File: src/rtl/pipe_stage_skid.sv
// Generic valid/ready pipeline register stage with a 2-entry skid buffer, bubble (nop) masking,
// flush, and a saturating stall-cycle counter. Outputs come straight from the main register.
module pipe_stage_skid #(
    parameter int                DATA_W    = 64,
    parameter int                CTRL_W    = 24,
    parameter logic [CTRL_W-1:0] KILL_MASK = {CTRL_W{1'b1}},
    parameter int                CNT_W     = 16
) (
    input  logic              clk,
    input  logic              rst,
    input  logic              in_valid,
    output logic              in_ready,
    input  logic [DATA_W-1:0] in_data,
    input  logic [CTRL_W-1:0] in_ctrl,
    input  logic              nop,
    input  logic              flush,
    output logic              out_valid,
    input  logic              out_ready,
    output logic [DATA_W-1:0] out_data,
    output logic [CTRL_W-1:0] out_ctrl,
    output logic [CNT_W-1:0]  stall_cnt
);

    // State encoding is {skid_valid, out_valid}; 2'b10 is unreachable.
    localparam logic [1:0] ST_EMPTY = 2'b00;
    localparam logic [1:0] ST_ONE   = 2'b01;
    localparam logic [1:0] ST_FULL  = 2'b11;

    logic [1:0]        state_r;
    logic [1:0]        state_nxt_s;
    logic [DATA_W-1:0] out_data_r;
    logic [CTRL_W-1:0] out_ctrl_r;
    logic [DATA_W-1:0] skid_data_r;
    logic [CTRL_W-1:0] skid_ctrl_r;
    logic [CNT_W-1:0]  stall_cnt_r;
    logic              accept_s;
    logic              ofire_s;
    logic              load_main_in_s;
    logic              load_main_skid_s;
    logic              load_skid_s;
    logic              clear_ctrl_s;
    logic [CTRL_W-1:0] in_ctrl_kept_s;

    assign out_valid = state_r[0];
    assign out_data  = out_data_r;
    assign out_ctrl  = out_ctrl_r;
    assign stall_cnt = stall_cnt_r;

    // Handshake qualifiers and nop masking of the incoming control bundle.
    always_comb begin
        in_ready = 1'b0;
        if (rst) begin
            in_ready = 1'b0;
        end else begin
            in_ready = ~state_r[1];
        end
        accept_s = in_valid & in_ready;
        ofire_s  = state_r[0] & out_ready;
        in_ctrl_kept_s = in_ctrl;
        if (nop) begin
            in_ctrl_kept_s = in_ctrl & ~KILL_MASK;
        end else begin
            in_ctrl_kept_s = in_ctrl;
        end
    end

    // Next-state and register-load decisions; flush wins over any accept.
    always_comb begin
        state_nxt_s      = state_r;
        load_main_in_s   = 1'b0;
        load_main_skid_s = 1'b0;
        load_skid_s      = 1'b0;
        clear_ctrl_s     = 1'b0;
        if (flush) begin
            state_nxt_s  = ST_EMPTY;
            clear_ctrl_s = 1'b1;
        end else begin
            case (state_r)
                ST_EMPTY: begin
                    if (accept_s) begin
                        state_nxt_s    = ST_ONE;
                        load_main_in_s = 1'b1;
                    end else begin
                        state_nxt_s = ST_EMPTY;
                    end
                end
                ST_ONE: begin
                    if (accept_s && ofire_s) begin
                        state_nxt_s    = ST_ONE;
                        load_main_in_s = 1'b1;
                    end else if (accept_s) begin
                        state_nxt_s = ST_FULL;
                        load_skid_s = 1'b1;
                    end else if (ofire_s) begin
                        state_nxt_s  = ST_EMPTY;
                        clear_ctrl_s = 1'b1;
                    end else begin
                        state_nxt_s = ST_ONE;
                    end
                end
                ST_FULL: begin
                    if (ofire_s) begin
                        state_nxt_s      = ST_ONE;
                        load_main_skid_s = 1'b1;
                    end else begin
                        state_nxt_s = ST_FULL;
                    end
                end
                default: begin
                    state_nxt_s  = ST_EMPTY;
                    clear_ctrl_s = 1'b1;
                end
            endcase
        end
    end

    // State register.
    always_ff @(posedge clk) begin
        if (rst) begin
            state_r <= ST_EMPTY;
        end else begin
            state_r <= state_nxt_s;
        end
    end

    // Main and skid entry registers; out_data is left alone when the stage empties.
    always_ff @(posedge clk) begin
        if (rst) begin
            out_data_r  <= {DATA_W{1'b0}};
            out_ctrl_r  <= {CTRL_W{1'b0}};
            skid_data_r <= {DATA_W{1'b0}};
            skid_ctrl_r <= {CTRL_W{1'b0}};
        end else begin
            if (load_main_in_s) begin
                out_data_r <= in_data;
                out_ctrl_r <= in_ctrl_kept_s;
            end else if (load_main_skid_s) begin
                out_data_r <= skid_data_r;
                out_ctrl_r <= skid_ctrl_r;
            end else if (clear_ctrl_s) begin
                out_ctrl_r <= {CTRL_W{1'b0}};
            end
            if (load_skid_s) begin
                skid_data_r <= in_data;
                skid_ctrl_r <= in_ctrl_kept_s;
            end
        end
    end

    // Saturating count of cycles where a valid output is held back; only reset clears it.
    always_ff @(posedge clk) begin
        if (rst) begin
            stall_cnt_r <= {CNT_W{1'b0}};
        end else if (state_r[0] && !out_ready && (stall_cnt_r != {CNT_W{1'b1}})) begin
            stall_cnt_r <= stall_cnt_r + {{(CNT_W-1){1'b0}}, 1'b1};
        end
    end

endmodule
File: config.mk
export PLATFORM = sky130hd
export DESIGN_NAME = pipe_stage_skid
export DESIGN_NICKNAME = d
export VERILOG_FILES = /design/src/rtl/pipe_stage_skid.sv
export SDC_FILE = /design/constraint.sdc
export NUM_CORES = 1
export LEC_CHECK = 0
export CAP_MARGIN = 20
export CORE_MARGIN = 4
export CORE_UTILIZATION = 50
export DETAILED_ROUTE_END_ITERATION = 6
export PLACE_DENSITY = 0.88
export SETUP_SLACK_MARGIN = 0.05
export SYNTH_ARGS = -nofsm -noshare
export SYNTH_HDL_FRONTEND = slang
export SYNTH_SLANG_ARGS = --single-unit
File: constraint.sdc
create_clock -name clk -period 2.68 [get_ports clk]
set_input_delay 0.67 -clock clk [delete_from_list [all_inputs] [get_ports clk]]
set_output_delay 0.67 -clock clk [all_outputs]
set_load 0.02 [all_outputs]
* Word-level counts from Yosys, hierarchy flattened
Index checks and enable logic that the tools add are counted.
Word-level totals: register bits after elaboration 194, input port bits 94, output and inout port bits 106
Operators by class: $add $sub $neg 1, equality and inequality tests 3, muxes and demuxes 27, bitwise logic cells 3, reduce and logical (&&, ||, !) cells 9
Operators with widths (count):
- two-way mux 64 bit | 2
- two-way mux 24 bit | 4
- adder 16 x 1 -> 16 bit (second input constant) | 1
- != test 16 bit (second input constant) | 1
- two-way mux 1 bit | 15
- two-way mux 2 bit | 3
- case mux 2 bit (3 select lines) | 1
- case mux 1 bit (2 select lines) | 2
- OR reduction 2 bit | 2
- logical AND 1 bit | 3
- nonzero test 3 bit | 1
- AND 1 bit | 2
- == test 2 x 1 -> 1 bit (second input constant) | 1
- == test 2 bit (second input constant) | 1
- zero test 2 bit | 1
- nonzero test 2 bit | 1
- zero test 1 bit | 1
- inverter 1 bit | 1

* Depth between registers and ports, before layout
Gate-level depths: netlist of run 1.
word-level depth 10, depth in mapped cells 10, depth with buffers taken out 6

* Least setup slack after synthesis of run 1
Ideal clock, no wire load.
path type input port to output port, from input rst, to output in_ready, arrival time 1.643 ns, required time 2.010 ns, setup slack 0.367 ns, stages 4, buffers on the path 3, path through clkbuf_1 -> clkbuf_1 -> clkbuf_1 -> nor2_1
On the way: word-level cells in the longest chain between the ends 1
Ends and longest elaborated chain:
- from (decl) | line 10 | input logic rst,
- two-way mux 1 bit | line 52 | if (rst) begin
- to (decl) | line 12 | output logic in_ready,
No other way between the ends.

* Worst setup path after layout of run 1
from register state_r[0], to output out_valid
RTL lines:
- from (decl) | line 29 | logic [1:0] state_r;
- from (signal assigned) | line 122 | state_r <= state_nxt_s;
- to (decl) | line 17 | output logic out_valid,
No word-level cell between the ends.

==> impl_summary.md, run 1 <==
Place
Input and output buffers added on the ports amount to 199. The placer congestion estimate is 0.835. After legalization and detailed placement, the total HPWL measured 14,100 um.

Pwr
The relative contribution of the clock network to total power is 39.0%. The design internal power is 4570 uW. The power density over the cells is 556 nW/um^2. The worst-case IR drop observed on VDD is 0.416 mV. The share of total power consumed by net switching is 24.8%. The part of the power in combinational logic is 11.5%. For this design the total switching power over the nets is 1510 uW.

Per report_power, the sequential group accounts for 49.5% of the total. For this design the static power due to leakage is 0.00360 uW.

Synth
The net count of the mapped netlist is 1,115. The most frequently used flop master after synthesis is sky130_fd_sc_hd__dfxtp_1. The number of distinct library cells after synthesis is 42. The top cell type by area accounts for 47.7% of the synthesized area. Of all flip-flops after synthesis, the portion carrying an async set or reset was 0%. Of all cell types, the one taking the most synthesized area is sky130_fd_sc_hd__dfxtp_1.

The Yosys warning count is 0. Synthesis inferred 194 register bits. In the post-synthesis netlist, the biggest area contributors are sky130_fd_sc_hd__dfxtp_1 48%, sky130_fd_sc_hd__nand2_1 14%, sky130_fd_sc_hd__a311oi_1 7.6%. The sequential element share of the synthesized area is 47.7%. Sorting the synthesized cells by how often they occur yields 299 x sky130_fd_sc_hd__nand2_1, 194 x sky130_fd_sc_hd__dfxtp_1, 103 x sky130_fd_sc_hd__nor2_1. The synthesized netlist occupies a cell area of 8150 um^2. The mean cell area of the mapped netlist is 8.02 um^2. After technology mapping, the gate count stands at 1,016. In this run, synthesis inferred 0 flip-flops with an integrated enable.

The most common cell in the netlist is sky130_fd_sc_hd__nand2_1.

CTS
The clock transition at the registers of the reported paths is 60 ps. TritonCTS built the clock tree. The clock passes through at most 2 buffers. CTS built an H-tree with a depth of 4. The number of hold-repair buffers added at the cts stage is 0. Clock tree synthesis inserted a total of 17 buffers. The later pin in the worst-skew pair is clocked with a latency of 430 ps. The post-CTS setup repair buffer count is 0. The post-cts repair resize count is 0.

The number of sinks handled by clock tree synthesis is 194. The root buffer cell is sky130_fd_sc_hd__clkbuf_16.

Detailed routing
After detailed routing, the number of remaining DRC violations is 0. Dividing the detail-routed via count by the number of cells gives 5.67. The detailed router finished its first iteration with 712 violations. The pre-antenna-repair detailed-routing pass consisted of 5 iterations. The number of nets with antenna violations after routing is 0. After detailed routing, the total wire length is 22,400 um.

For this block, the via count after detailed routing is 7,925. In the final routed layout, each cell accounts on average for 16.0 um.

Setup path
The type of element capturing the critical path is an output pin. Walking the worst path, the cells encountered are buf_4 > clkdlybuf4s50_1. Among all stages on the critical path, the largest delay is contributed by sky130_fd_sc_hd__clkdlybuf4s50_1. At the worst endpoint, the arrival time is 1610 ps.

The stage delay of the slowest cell on the critical path is 610 ps. The critical path class is reg2out. The endpoint required time on the critical path is 2010 ps. Along the worst path, the maximum fanout reaches 8. The launching element type of the critical path is a flop.

Timing
The summed negative setup slack over all endpoints is 0 ps. The upper clock frequency limit is 438 MHz. For the pin with the worst max-slew slack, the measured transition is 889 ps. The number of hold violations in the final report is 0. The final critical path takes up 85.1% of the cycle. The count of final max-slew check failures is 0. Across the routed clock network, the largest skew measured is 10.2 ps.

The tightest slew margin relative to the limit is 40.7%. Setup repair after global routing left no endpoint under its margin. Setup violations remaining at the end of the flow were counted as 0.

The final critical-path required period is 2280 ps.

Outcome
The run finished with clean final reports.

Layout
The count of fill cells added during filler insertion is 1,229. The number of antenna cells inserted is 0. For this run, the share of the core covered by cells in the final layout is 68.6%. The number of nets in the finished design is 1,268. Across the whole layout, storage elements account for 3880 um^2.

Compared with the post-synthesis result, the final layout area differs by 34.2%. The post-route netlist has 6.43% of its cells at a drive strength greater than 1. The multi-input combinational cells in the finished layout cover a total of 3890 um^2.

GRT
For this run the aggregate overflow at the end of global routing stands at 0. Global routing used 23.6% of the available tracks. The via count of the first global-routing pass is 7,404. The global-route wire length before repair is 35,900 um.

The initial antenna violation count is 0. The largest net degree at the start of global routing is 198.

Die
The area of the core is 15,900 um^2. The die footprint is 18,400 um^2. For this configuration, the core starts out at a cell density of 51.1%. The number of cell rows is 46.

For this design the top-level I/O count stands at 200. In this run the horizontal extent of the chip is 136 um. The die height is 136 um.

Hold path
The class of the tightest hold or removal check is reg2reg.

Job
The tool flagged a number of max-cap violations equal to 0.
metal layers:
metal	part of all wire (%)	track usage, %	vias to the layer above
met5	0	0	-
met4	1.9	8.68	0
met1	42	30.2	3710
li1	-	-	3842
met2	49	39.1	333
met3	7.3	5.57	40
stage by stage:
stage / worst slack, ps / hold slack [ps] / instance area, um^2 / power [uW] / instances
4_1_cts: 377 / 456 / 10900 / 6120 / 1398
2_1_floorplan: 367 / 436 / 8150 / 3380 / 1016
5_1_grt: 265 / 468 / 10900 / 6270 / 1398
6_report: 399 / 455 / 10900 / 6080 / 1398
3_5_place_dp: 103 / 447 / 10400 / 3760 / 1366
3_3_place_gp: 137 / 442 / 10400 / 3760 / 1366
final timing paths:
| kind | start | endpoint | slack (ps) | depth (start not counted) |
|---|---|---|---|---|
| setup reg to reg | state_r[1] | out_ctrl[14] | 500 | 7 |
| setup / recovery | state_r[0] | out_valid | 400 | 2 |
| hold reg to reg | skid_ctrl_r[8] | skid_ctrl_r[8] | 460 | 2 |
| hold / removal | skid_ctrl_r[8] | skid_ctrl_r[8] | 460 | 2 |
placed cells by master (no fill, tap or decap), types with 2 or more instances in the layout:
cell type / instances
sky130_fd_sc_hd__or4_1: 4
sky130_fd_sc_hd__buf_12: 12
sky130_fd_sc_hd__mux2_2: 4
sky130_fd_sc_hd__nand4_1: 5
sky130_fd_sc_hd__clkbuf_16: 17
sky130_fd_sc_hd__nor2b_1: 12
sky130_fd_sc_hd__nor4b_2: 10
sky130_fd_sc_hd__nand2b_1: 4
sky130_fd_sc_hd__dfxtp_1: 194
sky130_fd_sc_hd__clkinv_2: 4
sky130_fd_sc_hd__nor4b_1: 9
sky130_fd_sc_hd__clkdlybuf4s50_1: 198
sky130_fd_sc_hd__clkinv_4: 4
sky130_fd_sc_hd__a31oi_1: 21
sky130_fd_sc_hd__and4_1: 3
sky130_fd_sc_hd__and3_1: 2
sky130_fd_sc_hd__nand3_1: 9
sky130_fd_sc_hd__a21oi_1: 100
sky130_fd_sc_hd__buf_4: 12
sky130_fd_sc_hd__inv_6: 2
sky130_fd_sc_hd__o31ai_1: 4
sky130_fd_sc_hd__nand2_1: 299
sky130_fd_sc_hd__a311oi_1: 71
sky130_fd_sc_hd__clkbuf_8: 3
sky130_fd_sc_hd__nand3b_1: 18
sky130_fd_sc_hd__a211oi_1: 23
sky130_fd_sc_hd__nor3_1: 5
sky130_fd_sc_hd__inv_1: 3
sky130_fd_sc_hd__nor2_1: 103
sky130_fd_sc_hd__ha_1: 5
power by group through the flow:
stage / Sequential (uW) / Combinational [uW] / Clock (uW)
after global placement: 3070 / 684 / 0
after floorplan: 3160 / 225 / 0
final: 3010 / 697 / 2370
after global routing: 3020 / 742 / 2510
after CTS: 3010 / 697 / 2410
after detailed placement: 3070 / 692 / 0
area by class of cell:
cell class	count	share of cell area [%]
Clock buffer	21	4.30
Clock inverter	11	0.732
Inverter	3	0.103
Multi-Input combinational cell	730	35.6
Sequential cell	194	35.5
Tap cell	216	2.47
Timing Repair Buffer	223	21.2
cell families (layout without fill, tap and decap cells):
| kind of cell | after synthesis | after routing | synth area share, % |
|---|---|---|---|
| xor+xnor | 1 | 1 | 0.108 |
| mux | 5 | 5 | 0.676 |
| simple gates | 493 | 493 | 27.4 |
| compound gates | 226 | 226 | 18.6 |
| flops | 194 | 194 | 47.7 |
| buf+inv | 92 | 258 | 4.84 |
| fa+ha+maj | 5 | 5 | 0.768 |
sequential cells by signal, summed over array words and instances (netlist names):
register and flops:
stall_cnt 16, out_ctrl 24, state_r 2, skid_data_r 64, out_data 64, skid_ctrl_r 24
critical path, delay by kind of cell (launching register included):
| kind | cells | cell delay [ps] |
|---|---|---|
| flip-flops | 1 | 380 |
| buffers and inverters | 2 | 800 |
No activity file was read; power rests on OpenSTA's default activity.
==> run 2: changes to the inputs <==
--- a/config.mk
+++ b/config.mk
@@ -10,6 +10,7 @@
 export CORE_UTILIZATION = 50
 export DETAILED_ROUTE_END_ITERATION = 6
 export PLACE_DENSITY = 0.88
+export RECOVER_POWER = 100
 export SETUP_SLACK_MARGIN = 0.05
 export SYNTH_ARGS = -nofsm -noshare
 export SYNTH_HDL_FRONTEND = slang
==> impl_summary.md, run 2 (synthesized netlist as in run 1, its figures left out) <==
Detailed routing
Dividing the detail-routed via count by the number of cells gives 5.70. The initial detailed-routing violation count is 734. In the final routed layout, each cell accounts on average for 16.0 um.

The count of TritonRoute iterations in the first routing pass is 5. In the routed design, unresolved DRC markers number 0. The total routed wirelength is 22,300 um. The number of nets with antenna violations after routing is 0.

Across all layers, the routed design uses 7,963 vias.

Timing
The number of hold violations in the final report was 0. Setup total negative slack on the finished layout was measured at 0 ps. The final-report setup violation count is 0. For the finished layout, the period the worst path requires is 2400 ps. For this run, the top clock speed supported by timing is 416 MHz. The share of the clock period used by the worst path is 89.7%. The count of final max-slew check failures is 0.

The clock skew is 9.32 ps. The actual slew at the worst max-slew pin is 877 ps. The worst setup margin is 276 ps. Measured against its own limit, the worst slew margin works out to 41.6%.

Setup repair after global routing left no endpoint under its margin.

Die
The floorplan step defined a die boundary enclosing 18,400 um^2. The floorplan die width is 136 um. The number of cell rows is 46. For this configuration, the core starts out at a cell density of 51.1%. Pin placement for this block handled 200 I/O pins. The die height is 136 um. After floorplanning, the core was sized to cover 15,900 um^2.

CTS
The number of sinks handled by clock tree synthesis is 194. Post-CTS timing repair inserted 0 buffers for setup. The post-cts repair resize count is 0. The clock buffer count from CTS is 17. The later pin in the worst-skew pair is clocked with a latency of 430 ps.

In this run the number of H-tree levels came out at 4. Counting along the longest clock path gives a buffer depth of 2. The root buffer cell chosen for the clock tree is sky130_fd_sc_hd__clkbuf_16. TritonCTS built the clock tree. The clock transition at the registers of the reported paths is 70 ps. In this run, post-CTS hold repair placed 0 buffers.

Setup path
STA classifies the critical path startpoint as a primary input. STA puts the critical path data arrival time at 2720 ps. The endpoint required time on the critical path is 3000 ps. The type of element capturing the critical path is a flop. The critical path is of the in2reg type. Of all nets on the critical path, the largest fanout is 48.

GRT
The via count of the first global-routing pass is 7,404. The largest net degree at the start of global routing is 198. Across every metal layer, demand over resource in global routing totals 23.6%.

The global-route wire length before repair is 35,900 um. The initial antenna violation count is 0. The total overflow left after global routing is 0.

Pwr
Summed over all nets, the switching power comes to 1500 uW. The static leakage is 0.00389 uW. In this run, the clock network consumes 39.2% of the power. Combinational logic is responsible for 11.1% of the overall power. Registers are responsible for 49.7% of the overall power.

The power density over the cells is 554 nW/um^2. The maximum VDD drop is 0.414 mV. Net switching is 24.8% of the power. Cell internal power was estimated by the tool at 4550 uW.

Layout
Of the cells placed in the final design, the portion with a size suffix greater than 1 is 6.01%. Leaving out fill and tap cells, the most frequent cells in the layout are 300 x sky130_fd_sc_hd__nand2_1, 194 x sky130_fd_sc_hd__dfxtp_1, 108 x sky130_fd_sc_hd__dlygate4sd3_1. 0 antenna diodes ended up in the layout.

At the end of the flow, the number of nets in the layout was 1,268. The library cell used most frequently in the layout, excluding fill and tap cells, is sky130_fd_sc_hd__nand2_1. The area growth from synthesis to layout is 34.0%.

Job
Max-cap violations in this run came to 0.

Outcome
The flow ran to the end, and the final reports show no timing, DRC or antenna violations.

Place
The congestion estimate from routability-driven global placement came to 0.835. Summed over all nets, the half-perimeter wirelength after detailed placement is 14,100 um. The total of buffers placed on input and output ports is 199. Timing analysis after detailed placement gives a worst setup slack of 103 ps.

Hold path
The worst hold path belongs to the class reg2reg.
run 2: cell types whose count changed in the layout (fill, tap and decap cells not counted), sizes merged:
cell           delta
clkbuf            +5
clkdlybuf4s50   -108
buf               -5
dlygate4sd3     +108
run 2: metal layers:
layer / global-route usage (%) / wire (um) / up-vias
li1: - / - / 3847
met5: 0 / 0 / -
met4: 8.68 / 520 / 0
met2: 39.1 / 10900 / 301
met3: 5.57 / 1560 / 52
met1: 30.2 / 9390 / 3763
run 2: path summary, 6_finish.rpt:
check / start / end / slack, ps / depth (start not counted)
setup / recovery: out_ready / out_data[54] / 280 / 7
hold / removal: skid_data_r[19] / skid_data_r[19] / 460 / 2
setup reg to reg: state_r[1] / out_data[20] / 500 / 7
hold reg to reg: skid_data_r[19] / skid_data_r[19] / 460 / 2
run 2: power by group through the flow:
| stage | clock network [uW] | registers [uW] | logic, uW |
|---|---|---|---|
| 2_1_floorplan | 0 | 3160 | 225 |
| 3_3_place_gp | 0 | 3070 | 684 |
| 3_5_place_dp | 0 | 3070 | 692 |
| 4_1_cts | 2410 | 3010 | 697 |
| 5_1_grt | 2510 | 3010 | 713 |
| 6_report | 2370 | 3010 | 669 |
run 2: cell type report:
type                            instances  area [um^2]
Timing Repair Buffer                  223         2310
Multi-Input combinational cell        730         3880
Clock inverter                         11         80.1
Inverter                                3         11.3
Tap cell                              216          270
Sequential cell                       194         3880
Fill cell                            1233         5030
Clock buffer                           21          470
run 2: stage by stage:
| stage | util, % | power (uW) | instances | hold WS, ps | cell area (um^2) |
|---|---|---|---|---|---|
| 4_1_cts | 68.6 | 6120 | 1398 | 456 | 10900 |
| 5_1_grt | 68.5 | 6240 | 1398 | 468 | 10900 |
| 6_report | 68.5 | 6050 | 1398 | 456 | 10900 |
| 3_5_place_dp | 65.1 | 3760 | 1366 | 447 | 10400 |
| 3_3_place_gp | 65.1 | 3760 | 1366 | 442 | 10400 |
| 2_1_floorplan | - | 3380 | 1016 | 436 | 8150 |
run 2: critical path, stage by stage:
cell,delay [ps]
sky130_fd_sc_hd__dlygate4sd3_1,560
sky130_fd_sc_hd__clkbuf_1,260
sky130_fd_sc_hd__nand2_1,130
sky130_fd_sc_hd__nor3b_2,360
sky130_fd_sc_hd__buf_12,290
sky130_fd_sc_hd__nand2_1,110
sky130_fd_sc_hd__a311oi_1,310
==> run 3: changes to the inputs <==
--- a/config.mk
+++ b/config.mk
@@ -9,6 +9,7 @@
 export CORE_MARGIN = 4
 export CORE_UTILIZATION = 50
 export DETAILED_ROUTE_END_ITERATION = 6
+export GPL_ROUTABILITY_DRIVEN = 0
 export PLACE_DENSITY = 0.88
 export RECOVER_POWER = 100
 export SETUP_SLACK_MARGIN = 0.05
==> results of run 3 <==
Final layout, timing and power as in run 2 (identical DEF).
